===== src/rtl/b06_irq_handler_n.sv =====
//------------------------------------------------------------------------------
// Module  : b06_irq_handler_n
// Brief   : N-channel interrupt handler: arbitrate, count service time, ack.
// Rev     : 1.0
//------------------------------------------------------------------------------
`default_nettype none

module b06_irq_handler_n #(
  parameter int NCH         = 4,
  parameter int WAIT_CYCLES = 3,
  parameter int RR_MODE     = 0,
  localparam int CW         = $clog2(NCH)
) (
  input  logic            clock,
  input  logic            nRESET_G,
  input  logic [NCH-1:0]  eql,
  input  logic            cont_eql,
  output logic [CW-1:0]   cc_mux,
  output logic [CW:0]     uscite,
  output logic            enable_count,
  output logic            ackout,
  output logic            busy,
  output logic            abort
);

  localparam int CNTW = $clog2(WAIT_CYCLES + 1);

  typedef enum logic [1:0] {
    S_WAIT = 2'd0,
    S_ENIN = 2'd1,
    S_ACK  = 2'd2,
    S_REL  = 2'd3
  } state_t;

  state_t            r_state;
  state_t            w_state_nx;
  logic [CNTW-1:0]   r_cnt;
  logic [CNTW-1:0]   w_cnt_nx;
  logic [CW-1:0]     r_rr_ptr;
  logic [CW-1:0]     w_rr_nx;
  logic [CW-1:0]     w_cc_nx;
  logic [CW:0]       w_usc_nx;
  logic              w_en_nx;
  logic              w_ack_nx;
  logic              w_abort_nx;
  logic              w_found;
  logic [CW-1:0]     w_winner;
  logic [CW-1:0]     w_idx;
  logic              w_sel_req;
  logic [CW:0]       w_code;

  // Search starts at the round-robin pointer in RR mode, at channel 0 otherwise
  always_comb begin
    w_found  = 1'b0;
    w_winner = '0;
    w_idx    = '0;
    for (int k = 0; k < NCH; k++) begin
      w_idx = (RR_MODE != 0) ? CW'((int'(r_rr_ptr) + k) % NCH) : CW'(k);
      if (!w_found && eql[w_idx]) begin
        w_found  = 1'b1;
        w_winner = w_idx;
      end
    end
  end

  assign w_sel_req = eql[cc_mux];
  assign w_code    = (CW+1)'(cc_mux) + (CW+1)'(1);

  always_comb begin
    w_state_nx = r_state;
    w_cnt_nx   = r_cnt;
    w_rr_nx    = r_rr_ptr;
    w_cc_nx    = cc_mux;
    w_usc_nx   = '0;
    w_en_nx    = 1'b0;
    w_ack_nx   = 1'b0;
    w_abort_nx = 1'b0;
    case (r_state)
      S_WAIT: begin
        if (w_found) begin
          w_state_nx = S_ENIN;
          w_cc_nx    = w_winner;
          w_cnt_nx   = '0;
          w_en_nx    = 1'b1;
        end
      end
      S_ENIN: begin
        // Loss of the granted request beats both pause and completion
        if (!w_sel_req) begin
          w_state_nx = S_WAIT;
          w_abort_nx = 1'b1;
        end else if (cont_eql) begin
          w_en_nx = 1'b1;
        end else if (r_cnt == CNTW'(WAIT_CYCLES - 1)) begin
          w_state_nx = S_ACK;
          w_ack_nx   = 1'b1;
          w_usc_nx   = w_code;
        end else begin
          w_cnt_nx = r_cnt + CNTW'(1);
          w_en_nx  = 1'b1;
        end
      end
      S_ACK: begin
        if (w_sel_req) begin
          w_ack_nx = 1'b1;
          w_usc_nx = w_code;
        end else begin
          w_state_nx = S_REL;
          w_rr_nx    = CW'((int'(cc_mux) + 1) % NCH);
        end
      end
      S_REL: begin
        w_state_nx = S_WAIT;
      end
      default: begin
        w_state_nx = S_WAIT;
        w_cc_nx    = '0;
        w_cnt_nx   = '0;
        w_rr_nx    = '0;
      end
    endcase
  end

  always_ff @(posedge clock or negedge nRESET_G) begin
    if (!nRESET_G) begin
      r_state      <= S_WAIT;
      r_cnt        <= '0;
      r_rr_ptr     <= '0;
      cc_mux       <= '0;
      uscite       <= '0;
      enable_count <= 1'b0;
      ackout       <= 1'b0;
      busy         <= 1'b0;
      abort        <= 1'b0;
    end else begin
      r_state      <= w_state_nx;
      r_cnt        <= w_cnt_nx;
      r_rr_ptr     <= w_rr_nx;
      cc_mux       <= w_cc_nx;
      uscite       <= w_usc_nx;
      enable_count <= w_en_nx;
      ackout       <= w_ack_nx;
      busy         <= (w_state_nx != S_WAIT);
      abort        <= w_abort_nx;
    end
  end

endmodule

`default_nettype wire


===== config.mk =====
export PLATFORM = sky130hd
export DESIGN_NAME = b06_irq_handler_n
export DESIGN_NICKNAME = d
export VERILOG_FILES = /design/src/rtl/b06_irq_handler_n.sv
export SDC_FILE = /design/constraint.sdc
export NUM_CORES = 1
export LEC_CHECK = 0
export ABC_CLOCK_PERIOD_IN_PS = 4800
export BUFFER_PORTS_ARGS = -buffer_cell sky130_fd_sc_hd__buf_4
export CAP_MARGIN = 10
export CORE_UTILIZATION = 35
export CTS_BUF_LIST = sky130_fd_sc_hd__clkbuf_8
export CTS_CLUSTER_DIAMETER = 100
export DETAILED_ROUTE_END_ITERATION = 8
export PLACE_DENSITY = 0.58
export SYNTH_ARGS = -nofsm -noshare
export SYNTH_HDL_FRONTEND = slang
export SYNTH_SLANG_ARGS = --single-unit

===== constraint.sdc =====
create_clock -name clock -period 4.8 [get_ports clock]
set_input_delay 0.96 -clock clock [delete_from_list [all_inputs] [get_ports clock]]
set_output_delay 0.96 -clock clock [all_outputs]
set_load 0.01 [all_outputs]

# Word-level counts from Yosys, hierarchy flattened
# Index checks and enable logic that the tools add are counted.
[totals]
regBits = 13
latch_bits = 0
ramBits = 0
mem_bits_ro = 0
in_bits = 7
wordCells = 67
n_memories = 0
[op_classes]
addsub = 2
mul = 0
div = 0
order_cmp = 1
n_eq_ne = 8
n_shift = 0
muxes = 37
bitwise_logic = 0
n_reduce_logical = 11
[op_table]
columns = ["op", "n"]
rows = [
  ["$mux 2", 11],
  ["$mux 1", 16],
  ["$mux 3", 4],
  ["$ne 2x2->1 const B", 4],
  ["$pmux 2 s4", 1],
  ["$eq 2x2->1 const B", 3],
  ["$pmux 3 s2", 1],
  ["$reduce_and 5->1", 1],
  ["$pmux 1 s2", 2],
  ["$pmux 2 s2", 1],
  ["$reduce_bool 2->1", 2],
  ["$add 2x1->3 const B", 1],
  ["$logic_and 1x1->1", 3],
  ["$logic_not 1->1", 3],
  ["$lt 2x3->1 const B", 1],
  ["$add 2x1->2 const B", 1],
  ["$bmux 1 s2", 1],
  ["$eq 2x1->1 const B", 1],
  ["$logic_not 2->1", 1],
  ["$reduce_and 2->1", 1],
]

# Logic depth before layout (Yosys ltp)
[logic_depth]
ltp_word = 13
depth_mapped = 7

# Least setup slack after synthesis
# Ideal clock, no wire load.
[synth_path]
path_type = "in2reg"
startpoint = "input eql[3]"
endpoint = "register busy"
setup_time_ns = 0.124
t_arrival_ns = 2.004
required_time_ns = 4.676
slack_ns = 2.672
path_stages = 4
n_path_buf = 0
cell_sequence = "mux4_2 a31oi_4 o211ai_2 or2_1"
[synth_between]
elab_chain_cells = 5
word_cells_on_any_way = 9
cone_classes = "mux: 7; reduce/logical: 2"
[synth_lines]
columns = ["item", "line", "text"]
rows = [
  ["start: declaration", "16", "input logic [NCH-1:0] eql,"],
  ["$bmux 1 s2 / $logic_and 1x1->1 (equally long branches)", "66, 59", ""],
  ["$mux 1, on equally long branches", "66, 59", ""],
  ["$mux 2, on equally long branches", "104, 80, 89", ""],
  ["$pmux 2 s4 *", "78", "case (r_state)"],
  ["via w_state_nx[0]", "36", "state_t w_state_nx;"],
  ["$reduce_bool 2->1 *", "143", "busy <= (w_state_nx != S_WAIT);"],
  ["end signal: assignment", "143", ""],
  ["end: declaration", "22", "output logic busy,"],
]
# The timed path passes the listed nets; every way through them passes the cells marked *. The select of a mux whose other input is x is not followed.
# A chain may end at the register's enable or synchronous reset.

# Worst setup path in the final report
# Same ends and word-level chain as after synthesis.

==> flow_metrics.tcl <==
set metrics [dict create \
    outcome "finished clean" \
    numPortBuffers 15 \
    path_clk_slew_ns 0.06 \
    cp.required_ns 4.92 \
    grt_pass1_vias 524 \
    die_h_um 48.43 \
    cts_setup_buffers 0 \
    rsz0062_at_grt "false" \
    avgSynthCellArea_um2 10.34 \
    synth-async-reset-ratio_pct 100.0 \
    drtAntennaViolNets 0 \
    fin_skew_ns 0.008187 \
    drt_wl_total_um 1365 \
    hpwl_um 1065 \
    maxSlewHeadroom_pct 61.27 \
    diodes 0 \
    die-area_mm2 0.002345 \
    tightest_slew_ns 0.5757 \
    insertion_delay_ns 0.24 \
    netlist_instances 73 \
    leakage_nw 0.4328 \
    clock_sinks 13 \
    fin_crit_ns 2.100 \
    hold_viol 0 \
    drtIter0Drc 4 \
    via_count 563 \
    die_w_um 48.43 \
    worstPathMaxFanout 9 \
    cp-start-kind "input port" \
    grt_pass1_wl_um 2249 \
    swShare_pct 38.43 \
    row_count 16 \
    synth.net_count 86 \
    holdBufCountCts 0 \
    firstDrtPassIters 4 \
    syn_area_um2 754.5 \
    fin_ws_ns 2.700 \
    root_buffer "clkbuf_8" \
    path_class "in -> reg" \
    ys_ff_latch 13 \
    cts_resized 0 \
    drv_cap 0 \
    p_comb_share_pct 47.8 \
    drc 0 \
    p_int_w 0.0003103 \
    worstPathArrival_ns 2.22 \
    p_per_area_mw_per_mm2 539.2 \
    layout-drive-gt1-share_pct 28.89 \
    tns_ns 0 \
    nNetsFinal 104 \
    area_delta_synth_final_pct 23.88 \
    synth-edff-count 0 \
    p_switching_w 0.0001937 \
    report.final.slew_viol_count 0 \
    synth_warnings 0 \
    routabilityCongestion 0.7331 \
    synth_cell_types 32 \
    htreeDepth 1 \
    fmax_ghz 0.4763 \
    seq_power_share_pct 33.6 \
    pre_cts_slack_ns 2.458 \
    vias_per_cell 4.812 \
    hold_path.class "reg -> reg" \
    final_cell_mix "buf_4, dfrtp_1, nor2_1" \
    io_pins 16 \
    worst-r2r-setup-slack_ns 3.03 \
    setup_viol 0 \
    cts_tree "done" \
    cts_inserted_buffers 3 \
    overflow 0 \
    pwr-share-clk_pct 18.5 \
    initial_utilization_pct 37.69 \
    wl_per_cell_um 11.67 \
    gr-usage-all-layers_pct 12.55 \
    seq_area_frac_synth_pct 43.12 \
    irDropWorstVdd_mv 0.3628 \
    grt_max_degree 14 \
    clockBufferDepth 2 \
    antenna_found_initial 0 \
    mostFrequentLayoutCell "buf_4" \
    cp-end-kind "flop" \
    synth_ff_type "dfrtp_1" \
    core_mm2 0.002002 \
    finalCritPeriodShare_pct 43.74 \
]
Yosys cell counts (all sizes together) (2+ instances only):
library cell / n / area, µm²
a21oi: 2 / 10.01
dfrtp: 13 / 325.3
nand2: 6 / 22.52
ha: 6 / 75.07
and2: 2 / 12.51
o21ai: 4 / 31.28
and2b: 2 / 17.52
inv: 6 / 22.52
nor2: 8 / 30.03
o21a: 2 / 15.01
a31oi: 3 / 33.78
o211ai: 3 / 27.52
power groups by stage:
stage | Sequential (W) | Clock [W] | Combinational [W]
2_1_floorplan | 0.000177 | 0 | 0.000166
3_3_place_gp | 0.000170 | 0 | 0.000239
3_5_place_dp | 0.000172 | 0 | 0.000242
4_1_cts | 0.000170 | 0.0000970 | 0.000243
5_1_grt | 0.000173 | 0.000104 | 0.000266
6_report | 0.000169 | 0.0000934 | 0.000241
final cells by class:
| cell class | instances | area (µm²) |
|---|---|---|
| inverters | 6 | 22.52 |
| flip-flops and latches | 13 | 325.3 |
| repair buffers | 15 | 112.6 |
| multi-input cells | 52 | 395.4 |
| well taps | 27 | 33.78 |
| fillers | 202 | 1067 |
| clock buffers | 3 | 41.29 |
| clock inverters | 1 | 3.754 |
registers in the layout, summed over array words and instances (netlist names):
register	cells
abort	1
ackout	1
busy	1
cc_mux	2
enable_count	1
r_cnt	2
r_state	2
uscite	3
cell families after synthesis:
group           count (synthesis)  share of synthesized area (%)
buf+inv                         8                          4.477
mux                             1                          2.985
flops                          13                          43.12
compound gates                 19                          21.39
fa+ha+maj                       6                          9.950
simple gates                   26                          18.08
per-layer routing:
metal / GRT usage (%) / vias to the layer above / share of wire [%]
li1: - / 291 / -
met1: 16.00 / 254 / 48
met2: 20.89 / 18 / 47
met3: 4.717 / 0 / 5.4
met4: 1.471 / 0 / 0
met5: 0 / - / 0
worst max-delay path, cell delays in order:
cell and delay [ns]:
buf_4 0.13, mux4_2 0.59, a31oi_4 0.20, o211ai_2 0.11
or2_1 0.23
final timing paths:
kind / startpoint / end / cells after the start
setup / recovery: eql[3] / busy$_DFF_PN0_ / 5
hold / removal: r_cnt[0]$_DFFE_PN0P_ / r_cnt[0]$_DFFE_PN0P_ / 2
setup reg to reg: r_state[0]$_DFF_PN0_ / busy$_DFF_PN0_ / 6
hold reg to reg: r_cnt[0]$_DFFE_PN0P_ / r_cnt[0]$_DFFE_PN0P_ / 2
max in group asynchronous: nRESET_G / uscite[2]$_DFF_PN0_ / 1
min in group asynchronous: nRESET_G / abort$_DFF_PN0_ / 1
metrics by stage:
stage                     power (W)  hold WS, ns  cells  instance area, µm²  util [%]
after floorplan           0.0003433       0.4861     73               754.5         -
after global placement    0.0004091       0.5214    113               889.6     44.44
after detailed placement  0.0004141       0.5165    113               889.6     44.44
after CTS                 0.0005100       0.5362    117               934.6     46.69
after global routing      0.0005436       0.5586    117               934.6     46.69
final                     0.0005040       0.5286    117               934.6     46.69
(Power assumes the default switching activity.)
